**src/rtl/mod_counter_pkg.sv**
```systemverilog
// Shared encodings for the universal counter: end-of-range modes and FSM states.
package mod_counter_pkg;

  typedef enum logic [1:0] {
    MODE_WRAP    = 2'b00,
    MODE_SAT     = 2'b01,
    MODE_ONESHOT = 2'b10
  } mode_e;

  typedef enum logic {
    ST_RUN  = 1'b0,
    ST_DONE = 1'b1
  } state_t;

endpackage : mod_counter_pkg

```
**src/rtl/mod_counter_if.sv**
```systemverilog
// Control/status bundle of the universal counter; master drives controls, slave is the counter.
interface mod_counter_if #(
  parameter int N = 8
);

  logic         en;
  logic         clr;
  logic         load;
  logic [N-1:0] load_val;
  logic         up;
  logic [N-1:0] mod_max;
  logic [1:0]   mode;
  logic [N-1:0] q;
  logic         tc;
  logic         done;

  modport master (
    output en, clr, load, load_val, up, mod_max, mode,
    input  q, tc, done
  );

  modport slave (
    input  en, clr, load, load_val, up, mod_max, mode,
    output q, tc, done
  );

endinterface : mod_counter_if

```
**src/rtl/mod_counter_next.sv**
```systemverilog
// Combinational next-count, terminal-count and next-state logic of the universal counter.
module mod_counter_next
  import mod_counter_pkg::*;
#(
  parameter int N = 8
) (
  input  logic [N-1:0] q,
  input  state_t       state,
  input  logic         en,
  input  logic         clr,
  input  logic         load,
  input  logic [N-1:0] load_val,
  input  logic         up,
  input  logic [N-1:0] mod_max,
  input  logic [1:0]   mode,
  output logic [N-1:0] q_next,
  output state_t       state_next,
  output logic         tc_next
);

  localparam logic [N-1:0] ZERO = {N{1'b0}};
  localparam logic [N-1:0] ONE  = {{(N-1){1'b0}}, 1'b1};

  logic [N-1:0] term_s;
  logic         at_term_s;
  logic         is_sat_s;
  logic         is_oneshot_s;

  function automatic logic [N-1:0] clamp(input logic [N-1:0] v, input logic [N-1:0] lim);
    if (v > lim) begin
      return lim;
    end else begin
      return v;
    end
  endfunction

  // q above a lowered mod_max counts as terminal when counting up
  assign term_s    = up ? mod_max : ZERO;
  assign at_term_s = up ? (q >= mod_max) : (q == ZERO);

  // Decode end-of-range mode; the reserved encoding behaves as wrap
  always_comb begin
    is_sat_s     = 1'b0;
    is_oneshot_s = 1'b0;
    case (mode)
      MODE_WRAP:    begin is_sat_s = 1'b0; is_oneshot_s = 1'b0; end
      MODE_SAT:     begin is_sat_s = 1'b1; is_oneshot_s = 1'b0; end
      MODE_ONESHOT: begin is_sat_s = 1'b0; is_oneshot_s = 1'b1; end
      default:      begin is_sat_s = 1'b0; is_oneshot_s = 1'b0; end
    endcase
  end

  // Priority clr > load > enabled step; DONE ignores en
  always_comb begin
    q_next     = q;
    state_next = state;
    tc_next    = 1'b0;
    if (clr) begin
      q_next     = ZERO;
      state_next = ST_RUN;
    end else if (load) begin
      q_next     = clamp(load_val, mod_max);
      state_next = ST_RUN;
    end else if (en && (state == ST_RUN)) begin
      if (at_term_s) begin
        if (is_sat_s || is_oneshot_s) begin
          q_next = term_s;
        end else begin
          q_next = up ? ZERO : mod_max;
        end
      end else begin
        q_next = up ? (q + ONE) : (q - ONE);
      end
      // Holding at the limit is not a fresh arrival, so it does not pulse
      if (q_next == term_s) begin
        tc_next = (is_sat_s || is_oneshot_s) ? (q_next != q) : 1'b1;
        if (is_oneshot_s) begin
          state_next = ST_DONE;
        end else begin
          state_next = state;
        end
      end else begin
        tc_next = 1'b0;
      end
    end else begin
      q_next = q;
    end
  end

endmodule : mod_counter_next

```
**src/rtl/mod_counter.sv**
```systemverilog
// Universal modulo counter: wrap / saturate / one-shot, up/down, with registered tc and done.
module mod_counter
  import mod_counter_pkg::*;
#(
  parameter int N = 8
) (
  input  logic        clk,
  input  logic        reset,
  mod_counter_if.slave bus
);

  logic [N-1:0] q_r;
  state_t       state_r;
  logic         tc_r;
  logic         done_r;

  logic [N-1:0] q_next_s;
  state_t       state_next_s;
  logic         tc_next_s;

  mod_counter_next #(
    .N(N)
  ) u_next (
    .q          (q_r),
    .state      (state_r),
    .en         (bus.en),
    .clr        (bus.clr),
    .load       (bus.load),
    .load_val   (bus.load_val),
    .up         (bus.up),
    .mod_max    (bus.mod_max),
    .mode       (bus.mode),
    .q_next     (q_next_s),
    .state_next (state_next_s),
    .tc_next    (tc_next_s)
  );

  // Count, FSM state and status registers
  always_ff @(posedge clk or posedge reset) begin
    if (reset) begin
      q_r     <= {N{1'b0}};
      state_r <= ST_RUN;
      tc_r    <= 1'b0;
      done_r  <= 1'b0;
    end else begin
      q_r     <= q_next_s;
      state_r <= state_next_s;
      tc_r    <= tc_next_s;
      done_r  <= (state_next_s == ST_DONE);
    end
  end

  assign bus.q    = q_r;
  assign bus.tc   = tc_r;
  assign bus.done = done_r;

endmodule : mod_counter
```
**src/flat_wrapper.sv**
```systemverilog
// flat-port wrapper written by rule: the top's interface ports become plain ports
module mod_counter_flat import mod_counter_pkg::*;
#(
  parameter int N = 8
)
  (clk, reset, bus_en, bus_clr, bus_load, bus_load_val, bus_up, bus_mod_max, bus_mode, bus_q, bus_tc, bus_done);
  mod_counter_if #(.N(N)) bus_i ();
  input  logic clk;
  input  logic reset;
  input wire logic [$bits(bus_i.en)-1:0] bus_en;
  input wire logic [$bits(bus_i.clr)-1:0] bus_clr;
  input wire logic [$bits(bus_i.load)-1:0] bus_load;
  input wire logic [$bits(bus_i.load_val)-1:0] bus_load_val;
  input wire logic [$bits(bus_i.up)-1:0] bus_up;
  input wire logic [$bits(bus_i.mod_max)-1:0] bus_mod_max;
  input wire logic [$bits(bus_i.mode)-1:0] bus_mode;
  output wire logic [$bits(bus_i.q)-1:0] bus_q;
  output wire logic [$bits(bus_i.tc)-1:0] bus_tc;
  output wire logic [$bits(bus_i.done)-1:0] bus_done;
  assign bus_i.en = bus_en;
  assign bus_i.clr = bus_clr;
  assign bus_i.load = bus_load;
  assign bus_i.load_val = bus_load_val;
  assign bus_i.up = bus_up;
  assign bus_i.mod_max = bus_mod_max;
  assign bus_i.mode = bus_mode;
  assign bus_q = bus_i.q;
  assign bus_tc = bus_i.tc;
  assign bus_done = bus_i.done;
  mod_counter #(.N(N)) u_core (.clk(clk), .reset(reset), .bus(bus_i));
endmodule
```
**config.mk**
```make
export PLATFORM = sky130hd
export DESIGN_NAME = mod_counter_flat
export DESIGN_NICKNAME = d
export VERILOG_FILES = /design/src/rtl/mod_counter_pkg.sv /design/src/rtl/mod_counter_if.sv /design/src/rtl/mod_counter_next.sv /design/src/rtl/mod_counter.sv /design/src/flat_wrapper.sv
export SDC_FILE = /design/constraint.sdc
export NUM_CORES = 1
export LEC_CHECK = 0
export BUFFER_PORTS_ARGS = -buffer_cell sky130_fd_sc_hd__buf_2
export CAP_MARGIN = 30
export CORE_MARGIN = 10
export CORE_UTILIZATION = 60
export DETAILED_ROUTE_END_ITERATION = 7
export PLACE_DENSITY = 0.85
export SYNTH_ARGS = -nofsm -noshare
export SYNTH_HDL_FRONTEND = slang
export SYNTH_HIERARCHICAL = 1
export SYNTH_SLANG_ARGS = --single-unit
```
**constraint.sdc**
```tcl
create_clock -name clk -period 5.4 [get_ports clk]
set_clock_uncertainty 0.15 [all_clocks]
set_input_delay 0.81 -clock clk [delete_from_list [all_inputs] [get_ports clk]]
set_output_delay 0.81 -clock clk [all_outputs]
set_load 0.01 [all_outputs]
```
==> reports/metrics.cfg, run 1 <==
[run_status]
status=completed

[worst_setup_path]
cp.required_ps=5450
cpPeakStageDelay_ps=520
cp_cell_sequence=buf_2 > inv_1 > ha_1 > o211ai_1 > o21a_1 > a211oi_2 > buf_4 > or3_1 > nor3_1 > nor4_1 > and3_1
crit_slowest_cell=a211oi_2
worstSetupStartpointType=input port
critPathKind=in -> reg
worstSetupEndpointType=register
cp_data_arrival_time_ps=3340
worst-path-max-fanout=15

[power]
p_seq_frac=0.243
swShare=0.466
leakage_nw=0.951
p_switching_uw=184
p_per_area_mw_per_mm2=191
p_clk_frac=0.136
p_comb_frac=0.621
irDropWorstVdd_uv=112
p_int_uw=210

[place]
io_buffers=33
placed_area_mm2=0.00204
place_inst=304
gp_congestion=0.925
dp_hpwl_um=4040
dp_slack_ps=1910

[route]
drc=0
wirelength_um=5250
drtAntennaViolNets=0
wl_per_cell_um=17.1
detail_route.vias_per_cell=6.61
vias=2029
drt_iter0_markers=174
drt_first_pass_iters=8

[grt]
grt_antenna_before_repair=0
gr-total-overflow=0
grt_pass1_vias=1899
track_usage=0.180
grt_pass1_wl_um=9070
grt_max_degree=24

[logic_synthesis]
syn-instance-count=243
ys_async_sr_fraction=1.00
syn_avg_cell_area_um2=7.76
synth_common_cells=ha_1 (23), a21oi_1 (15), inv_1 (14), nand3_1 (14), nor2_1 (14)
synth_edf_count=0
synth_top_cell_area_share=0.153
synth_area_leaders=ha_1 (15%), dfrtp_1 (13%), a211oi_1 (4.4%), o211ai_1 (4.4%), mux2i_1 (4.2%)
syn_area_mm2=0.00189
syn_nets=291
synth_warnings=6
synth_cell_types=54
synth-main-ff-cell=dfrtp_1
synth_seq_cells=10
seq_area_frac_synth=0.133
yosysTopAreaCell=ha_1
yosys.cell_count.top_type=ha_1

[die]
die-area_mm2=0.00579
coreArea_mm2=0.00303
initial_core_util=0.623
placementRows=20
die-height_um=76.1
io_pins=34
dieWidth_um=76.1

[finish]
multiInputGateArea_mm2=0.00150
fin_nets=313
antennaDiodeCount=0
syn_to_final_growth_pct=9.22
fill_cells=266
final_cell_count_no_fill=307
finish.instance_area_mm2=0.00206
post-route-util=0.680
layout-drive-gt1-share=0.167
seq_area_um2=250

[clocking]
clock_sinks=10
cts_resized=0
ctsHtreeMaxLevel=1
post_cts_buffers=0
clk_pin_slew_ps=70
cts_tree=built
cts_hold_buf=0
root_buffer=clkbuf_4
worstSkewPairLatency_ps=270
clockBufferDepth=2
numCtsBuffers=3

[timing]
post-route-period-util=0.608
layout_min_cycle_time_ps=3280
tightest_slew_ps=710
grt_setup_unrepaired=false
max_slew_margin=0.527
hold_violations=0
setup_viol=0
drv_slew=0
final.setup.tns_ps=0
timing.fmax_ghz=0.305
final.setup.worst_slack_ps=2120

[flow_run]
max_cap_violations=0

[hold_path]
hold_class=in -> async

==> final timing paths <==
kind	from	endpoint	slack [ps]	cells after the start
max	bus_mod_max[3]	u_core/bus.tc	2120	11
min	reset	u_core/bus.q[1]	380	2
max reg2reg	u_core/bus.q[0]	u_core/bus.tc	2200	10
min reg2reg	u_core/state_r	u_core/state_r	400	1
max in group asynchronous	reset	u_core/state_r	4420	2
min in group clk	u_core/state_r	u_core/state_r	400	1
==> power groups by stage <==
stage	Sequential (mW)	Clock, mW	Combinational, mW
after CTS	0.0959	0.0525	0.239
after global routing	0.0979	0.0583	0.272
after detailed placement	0.0974	0	0.238
after floorplan	0.0943	0	0.184
after global placement	0.0972	0	0.235
final	0.0959	0.0534	0.245
==> sequential cells by signal, summed over array words and instances (netlist names) <==
| register | flops |
|---|---|
| u_core/bus.q | 8 |
| u_core/bus.tc | 1 |
| u_core/state_r | 1 |
==> cell usage in the layout, fill, tap and decap left out, drive strengths merged, types with 4 or more instances in the layout <==
master | Yosys | routed
mux2i | 8 | 8
a211oi | 13 | 13
o21ai | 15 | 15
and3 | 4 | 4
nand2 | 11 | 11
xnor2 | 7 | 7
ha | 23 | 23
nand2b | 7 | 7
o211ai | 11 | 11
inv | 15 | 15
a22oi | 6 | 6
o31ai | 6 | 6
nand3 | 14 | 14
xor2 | 4 | 4
buf | 7 | 34
a21oi | 15 | 15
nor2 | 14 | 14
dfrtp | 10 | 10
==> cells by family (layout without fill, tap and decap cells) <==
kind of cell | after synthesis | count (layout) | synth area share
AOI/OAI and AO/OA | 88 | 88 | 0.342
xor gates and xnor gates | 11 | 11 | 0.0511
adders and majority gates | 24 | 24 | 0.163
buffers and inverters | 32 | 52 | 0.0703
DFF | 10 | 10 | 0.133
muxes | 8 | 8 | 0.0425
and+or+nand+nor | 70 | 70 | 0.198
==> final cells by class <==
class	instances	share of cell area
Clock buffer	3	0.0109
Sequential cell	10	0.122
Inverter	15	0.0273
Timing Repair Buffer	34	0.0838
Tap cell	44	0.0267
Multi-Input combinational cell	201	0.730
==> critical path: cells and delay by family <==
family | cells | cell delay (ps)
AOI/OAI and AO/OA | 3 | 830
adders and majority gates | 1 | 300
buffers and inverters | 3 | 570
and+or+nand+nor | 4 | 810
==> routing by layer <==
metal	global-route usage	part of all wire
met1	0.230	0.43
met2	0.293	0.45
met3	0.0436	0.095
met4	0.0483	0.021
met5	0	0
==> metrics by stage <==
| stage | hold WS (ps) | power, mW |
|---|---|---|
| after global routing | 401 | 0.428 |
| after CTS | 390 | 0.388 |
| after floorplan | 413 | 0.279 |
| after detailed placement | 389 | 0.335 |
| final | 380 | 0.394 |
| after global placement | 376 | 0.332 |
(Power assumes the default switching activity.)
==> run 2, diff against run 1 <==
- ABC_AREA: default -> 1
- CORE_UTILIZATION: 60 -> 52
- PLACE_DENSITY: 0.85 -> 0.78
- clock period: 5.4 -> 3 ns (I/O delays scaled with it)
==> run 2 against run 1 <==
Net effect: synthesized cell count rose by 28%; global-route usage is 1.7 points lower; sequential power increased by 74%; critical path type is now reg -> reg.
==> reports/metrics.cfg, run 2 <==
[logic_synthesis]
syn_area_mm2=0.00198  ; +5.2%
synth_area_leaders=nand2_1 (18%), ha_1 (15%), dfrtp_1 (13%), inv_1 (8.1%), nand3_1 (6.6%)
synth_seq_cells=10  ; unchanged
synth_cell_types=33  ; -39%
synth_common_cells=nand2_1 (95), inv_1 (43), nand3_1 (26)
syn-instance-count=312  ; +28%
synth_edf_count=0  ; unchanged
syn_nets=360  ; +24%
synth_warnings=6  ; unchanged
yosys.cell_count.top_type=nand2_1
synth_top_cell_area_share=0.180  ; +0.0272
synth-main-ff-cell=dfrtp_1
yosysTopAreaCell=nand2_1
syn_avg_cell_area_um2=6.36  ; -18%
seq_area_frac_synth=0.126  ; -0.00653
ys_async_sr_fraction=1.00  ; unchanged

[die]
initial_core_util=0.542  ; -0.0810
dieWidth_um=81.8  ; +7.5%
coreArea_mm2=0.00366  ; +21%
die-height_um=81.8  ; +7.5%
die-area_mm2=0.00668  ; +16%
io_pins=34  ; unchanged
placementRows=22  ; +10%

[timing]
timing.fmax_ghz=0.398
grt_setup_unrepaired=false
final.setup.tns_ps=0  ; unchanged
layout_min_cycle_time_ps=2510
max_slew_margin=0.447  ; -0.0799
hold_violations=0  ; unchanged
drv_slew=0  ; unchanged
tightest_slew_ps=824  ; +114 ps
post-route-period-util=0.838
setup_viol=0  ; unchanged

[clocking]
clockBufferDepth=2  ; unchanged
root_buffer=clkbuf_8
numCtsBuffers=3  ; unchanged
clk_pin_slew_ps=50  ; -20 ps
cts_hold_buf=0  ; unchanged
post_cts_buffers=0  ; unchanged
worstSkewPairLatency_ps=230  ; -40 ps
ctsHtreeMaxLevel=1  ; unchanged
cts_resized=0  ; unchanged
cts_tree=built
clock_sinks=10  ; unchanged

[route]
drc=0  ; unchanged
vias=2101  ; +3.5%
detail_route.vias_per_cell=5.37  ; -19%
wl_per_cell_um=13.8  ; -19%
drtAntennaViolNets=0  ; unchanged
drt_first_pass_iters=5  ; -3
wirelength_um=5390  ; +2.7%
drt_iter0_markers=210  ; +21%

[worst_setup_path]
r2r_start=u_core/bus.q[7]
regToRegSetupSlack_ps=490  ; -1710 ps
reg2reg_depth=14  ; +4
r2r_end=u_core/bus.tc
crit_start=u_core/bus.q[7]
cp_num_buf_inv=0  ; -3
critPathKind=reg -> reg
crit_slowest_cell=dfrtp_1
cp_cell_sequence=ha_1 > nand2_1 > nor2_1 > nor2_4 > nand2_4 > nand2_4 > nand2_1 > nand2_1 > nand2_1 > nand3b_1 > nor2_1 > nand3_1 > nor2_1 > nor2_1
worst-path-max-fanout=13  ; -2
crit_cells=14  ; +3
cpPeakStageDelay_ps=460  ; -60 ps
cp_data_arrival_time_ps=2480  ; -860 ps
worstSetupStartpointType=register
cp.required_ps=2970  ; -2480 ps
path_delay_family=simple AND/OR/NAND/NOR gates
worstSetupEndpointType=register

[power]
irDropWorstVdd_uv=213  ; +90%
p_per_area_mw_per_mm2=365  ; +91%
total_power_uw=803  ; +100%
leakage_nw=1.27  ; +33%

[finish]
antennaDiodeCount=0  ; unchanged
fin_nets=393  ; +26%
final_cell_count_no_fill=391  ; +27%
syn_to_final_growth_pct=10.9
layout-drive-gt1-share=0.190  ; +0.0222
fill_cells=356  ; +34%
layout_common_cells=nand2_1 (95), inv_1 (43), buf_2 (33)
largest_register_ffs=8  ; unchanged
mostFrequentLayoutCell=nand2_1

[grt]
track_usage=0.163  ; -0.0170
gr-total-overflow=0  ; unchanged
grt_pass1_vias=1881  ; -0.95%
grt_antenna_before_repair=0  ; unchanged
grt_pass1_wl_um=8740  ; -3.6%
grt_max_degree=17  ; -29%

[place]
place_inst=388  ; +28%
io_buffers=33  ; unchanged
dp_hpwl_um=4590  ; +14%
gp_congestion=0.928  ; +0.41%

[flow_run]
max_cap_violations=0  ; unchanged

[run_status]
status=completed

[hold_path]
hold_class=in -> async

-- run 2: how the worst max path moves through the flow --
stage | slack [ps] | to
global route | 320 | u_core/bus.tc
finish | 490 | u_core/bus.tc
global placement | 340 | u_core/bus.tc
detailed placement | 340 | u_core/bus.tc
CTS | 510 | u_core/bus.tc
floorplan | 750 | u_core/bus.tc
-- run 2: layout make-up --
class | instances | area (µm²) | share of cell area
sequential | 10 | 250 | 0.114
clock buffer | 3 | 41.3 | 0.0188
inverter | 46 | 173 | 0.0785
timing repair buffer | 35 | 180 | 0.0820
multi-input combinational | 249 | 1490 | 0.680
tap | 48 | 60.1 | 0.0273
-- run 2: worst reg2reg max path, stage by stage, from the launching register on --
cell	delay [ps]
dfrtp_1	460
ha_1	360
nand2_1	70
nor2_1	220
nor2_4	60
nand2_4	170
nand2_4	160
nand2_1	120
nand2_1	110
nand2_1	80
nand3b_1	70
nor2_1	110
nand3_1	90
nor2_1	90
nor2_1	50
-- run 2: per-stage QoR --
stage / instance area, µm² / util / hold WS [ps] / setup slack [ps]
detailed placement: 2160 / 0.589 / 295 / 340
global route: 2200 / 0.600 / 80.3 / 315
finish: 2200 / 0.600 / 37.2 / 487
CTS: 2200 / 0.600 / 48.6 / 513
global placement: 2160 / 0.589 / 291 / 342
floorplan: 1980 / - / 140 / 750
-- run 2: cell families after synthesis --
logic type | after synthesis | share of synthesized area
AND/OR/NAND/NOR | 166 | 0.404
buffers and inverters | 53 | 0.121
XOR/XNOR | 7 | 0.0404
flip-flops | 10 | 0.126
adder cells (fa/ha/maj) | 24 | 0.155
AO/OA/AOI/OAI | 52 | 0.153
-- run 2: per-layer routing --
metal,track usage,routed length (µm),up-vias
met5,0,0,-
met2,0.280,2680,59
met4,0.0357,32,0
met3,0.0284,335,4
li1,-,-,1095
met1,0.207,2350,943
-- run 2: where the power goes --
part           switching, mW  internal (mW)
registers             0.0203          0.146
clock network         0.0452         0.0872
logic                  0.323          0.181
==> run 3, diff against run 2 <==
- clock period: 3 -> 2.26 ns (I/O delays scaled with it)
==> run 3 against run 2 <==
Net effect: the run now ends with negative setup slack left; largest cell class unchanged; setup slack got worse by 650 ps; sequential power rose by 28%; largest power group unchanged; critical path type unchanged; clock power rose by 73%; via count rose by 24%.
==> reports/metrics.cfg, run 3 (synthesis gave the netlist of run 2 again) <==
[clocking]
ctsHtreeMaxLevel=1  ; unchanged
numCtsBuffers=3  ; unchanged
clockBufferDepth=2  ; unchanged
root_buffer=clkbuf_8
clk_pin_slew_ps=50  ; about the same
clock_sinks=10  ; unchanged
cts_tree=built
worstSkewPairLatency_ps=240  ; about the same

[die]
dieWidth_um=81.8  ; unchanged
initial_core_util=0.542  ; unchanged
die-area_mm2=0.00668  ; unchanged
coreArea_mm2=0.00366  ; unchanged
placementRows=22  ; unchanged
die-height_um=81.8  ; unchanged
io_pins=34  ; unchanged

[power]
p_per_area_mw_per_mm2=501  ; +37%
p_clk_frac=0.159  ; -0.006
p_int_uw=768  ; +85%
swShare=0.464  ; -0.0204
leakage_nw=1.57  ; +24%
p_seq_frac=0.150  ; -0.057
irDropWorstVdd_uv=355  ; +67%
p_comb_frac=0.691  ; +0.063
p_switching_uw=664  ; +71%

[place]
dp_hpwl_um=5090  ; +11%
io_buffers=33  ; unchanged
gp_congestion=1.06  ; +14%
place_inst=428  ; +10%

[worst_setup_path]
path_delay_family=simple AND/OR/NAND/NOR gates
cp_cell_sequence=inv_2 > ha_4 > inv_2 > nand2_1 > nand2_1 > nand2_1 > nand2_1 > nand2_1 > nand2_2 > nand2_4 > buf_6 > nand3_2 > nand2_2 > nand2_1 > nand2_1 > nand2_2 > nor2_4 > nand4_1 > nor2_1
cp_data_arrival_time_ps=2440  ; -40 ps
cpPeakStageDelay_ps=360  ; -100 ps
worstSetupEndpointType=register
worstSetupStartpointType=register
cp_num_buf_inv=3  ; +3
cp.required_ps=2280  ; -690 ps
crit_slowest_cell=dfrtp_1
cpMostUsedCell=nand2_1
worst-path-max-fanout=8  ; -5
critPathKind=reg -> reg

[finish]
final_cell_count_no_fill=447  ; +14%
antennaDiodeCount=0  ; unchanged
largest_register_ffs=8  ; unchanged
mostFrequentLayoutCell=nand2_1
fin_nets=448  ; +14%
layout-drive-gt1-share=0.393  ; +0.204
layout_common_cells=nand2_1 (86), buf_4 (51), inv_1 (40)
syn_to_final_growth_pct=44.0

[timing]
tightest_slew_ps=426  ; -398 ps
holdWs_ps=260  ; +223 ps
final.setup.worst_slack_ps=-168  ; -655 ps
setup_viol=7  ; +7
hold_violations=0  ; unchanged
grt_setup_unrepaired=true
drv_slew=0  ; unchanged
post-route-period-util=1.07  ; +0.237
layout_min_cycle_time_ps=2430  ; -85.0 ps
timing.fmax_ghz=0.412  ; +3.5%
max_slew_margin=0.716  ; +0.269

[grt]
grt_antenna_before_repair=0  ; unchanged
gr-total-overflow=0  ; unchanged
track_usage=0.195  ; +0.0321
grt_pass1_wl_um=10600  ; +21%
grt_max_degree=17  ; unchanged
grt_pass1_vias=2374  ; +26%

[flow_run]
max_cap_violations=0  ; unchanged

[route]
detail_route.vias_per_cell=5.84  ; +8.6%
drt_iter0_markers=308  ; +47%
wl_per_cell_um=16.7  ; +21%
drc=0  ; unchanged
vias=2609  ; +24%
drt_first_pass_iters=5  ; unchanged
drtAntennaViolNets=0  ; unchanged
wirelength_um=7490  ; +39%

[hold_path]
hold_class=in -> reg

[run_status]
failed_checks=negative setup slack
status=complete, but fails checks

-- run 3: final timing paths --
| path | startpoint | endpoint | slack, ps | cells after the start |
|---|---|---|---|---|
| setup / recovery | u_core/bus.q[0] | u_core/bus.tc | -170 | 19 |
| hold / removal | bus_clr | u_core/bus.q[5] | 260 | 2 |
| setup reg to reg | u_core/bus.q[0] | u_core/bus.tc | -170 | 19 |
| hold reg to reg | u_core/state_r | u_core/state_r | 410 | 2 |
| max in group asynchronous | reset | u_core/bus.q[1] | 1160 | 3 |
| min in group asynchronous | reset | u_core/bus.tc | 470 | 3 |
-- run 3: repair_timing --
item                                    CTS  global route
pin swaps                                11            23
resized for setup                        18            30
endpoints found under the hold margin    10             0
hold buffers                              1             0
endpoints found under the setup margin    6            10
gates cloned                              0             1
setup buffers                            10             3
-- run 3: power by group through the flow --
stage,clock network (mW),logic (mW),registers [mW]
floorplan,0,0.510,0.224
global placement,0,0.770,0.211
detailed placement,0,0.780,0.212
CTS,0.230,0.843,0.210
global route,0.238,1.08,0.216
finish,0.228,0.989,0.214
-- run 3: routing by layer --
layer / global-route usage / vias up / wire length (µm)
li1: - / 1199 / -
met1: 0.225 / 1181 / 2830
met2: 0.342 / 180 / 3590
met3: 0.0306 / 49 / 623
met4: 0.0935 / 0 / 448
met5: 0 / - / 0
-- run 3: layout make-up --
class	count	area [µm²]
clock buffers	4	55.1
repair buffers	89	612
multi-input cells	250	1700
well taps	48	60.1
fillers	238	806
inverters	46	173
flip-flops and latches	10	254
-- run 3: stage by stage --
| stage | total power, mW | cell area, µm² | setup WS (ps) | util | setup TNS [ps] |
|---|---|---|---|---|---|
| 2_1_floorplan | 0.734 | 1980 | 9.85 | - | 0 |
| 3_3_place_gp | 0.981 | 2460 | -107 | 0.671 | -426 |
| 3_5_place_dp | 0.992 | 2460 | -155 | 0.671 | -654 |
| 4_1_cts | 1.28 | 2660 | -4.57 | 0.725 | -4.57 |
| 5_1_grt | 1.53 | 2860 | -298 | 0.780 | -1380 |
| 6_report | 1.43 | 2860 | -168 | 0.780 | -508 |
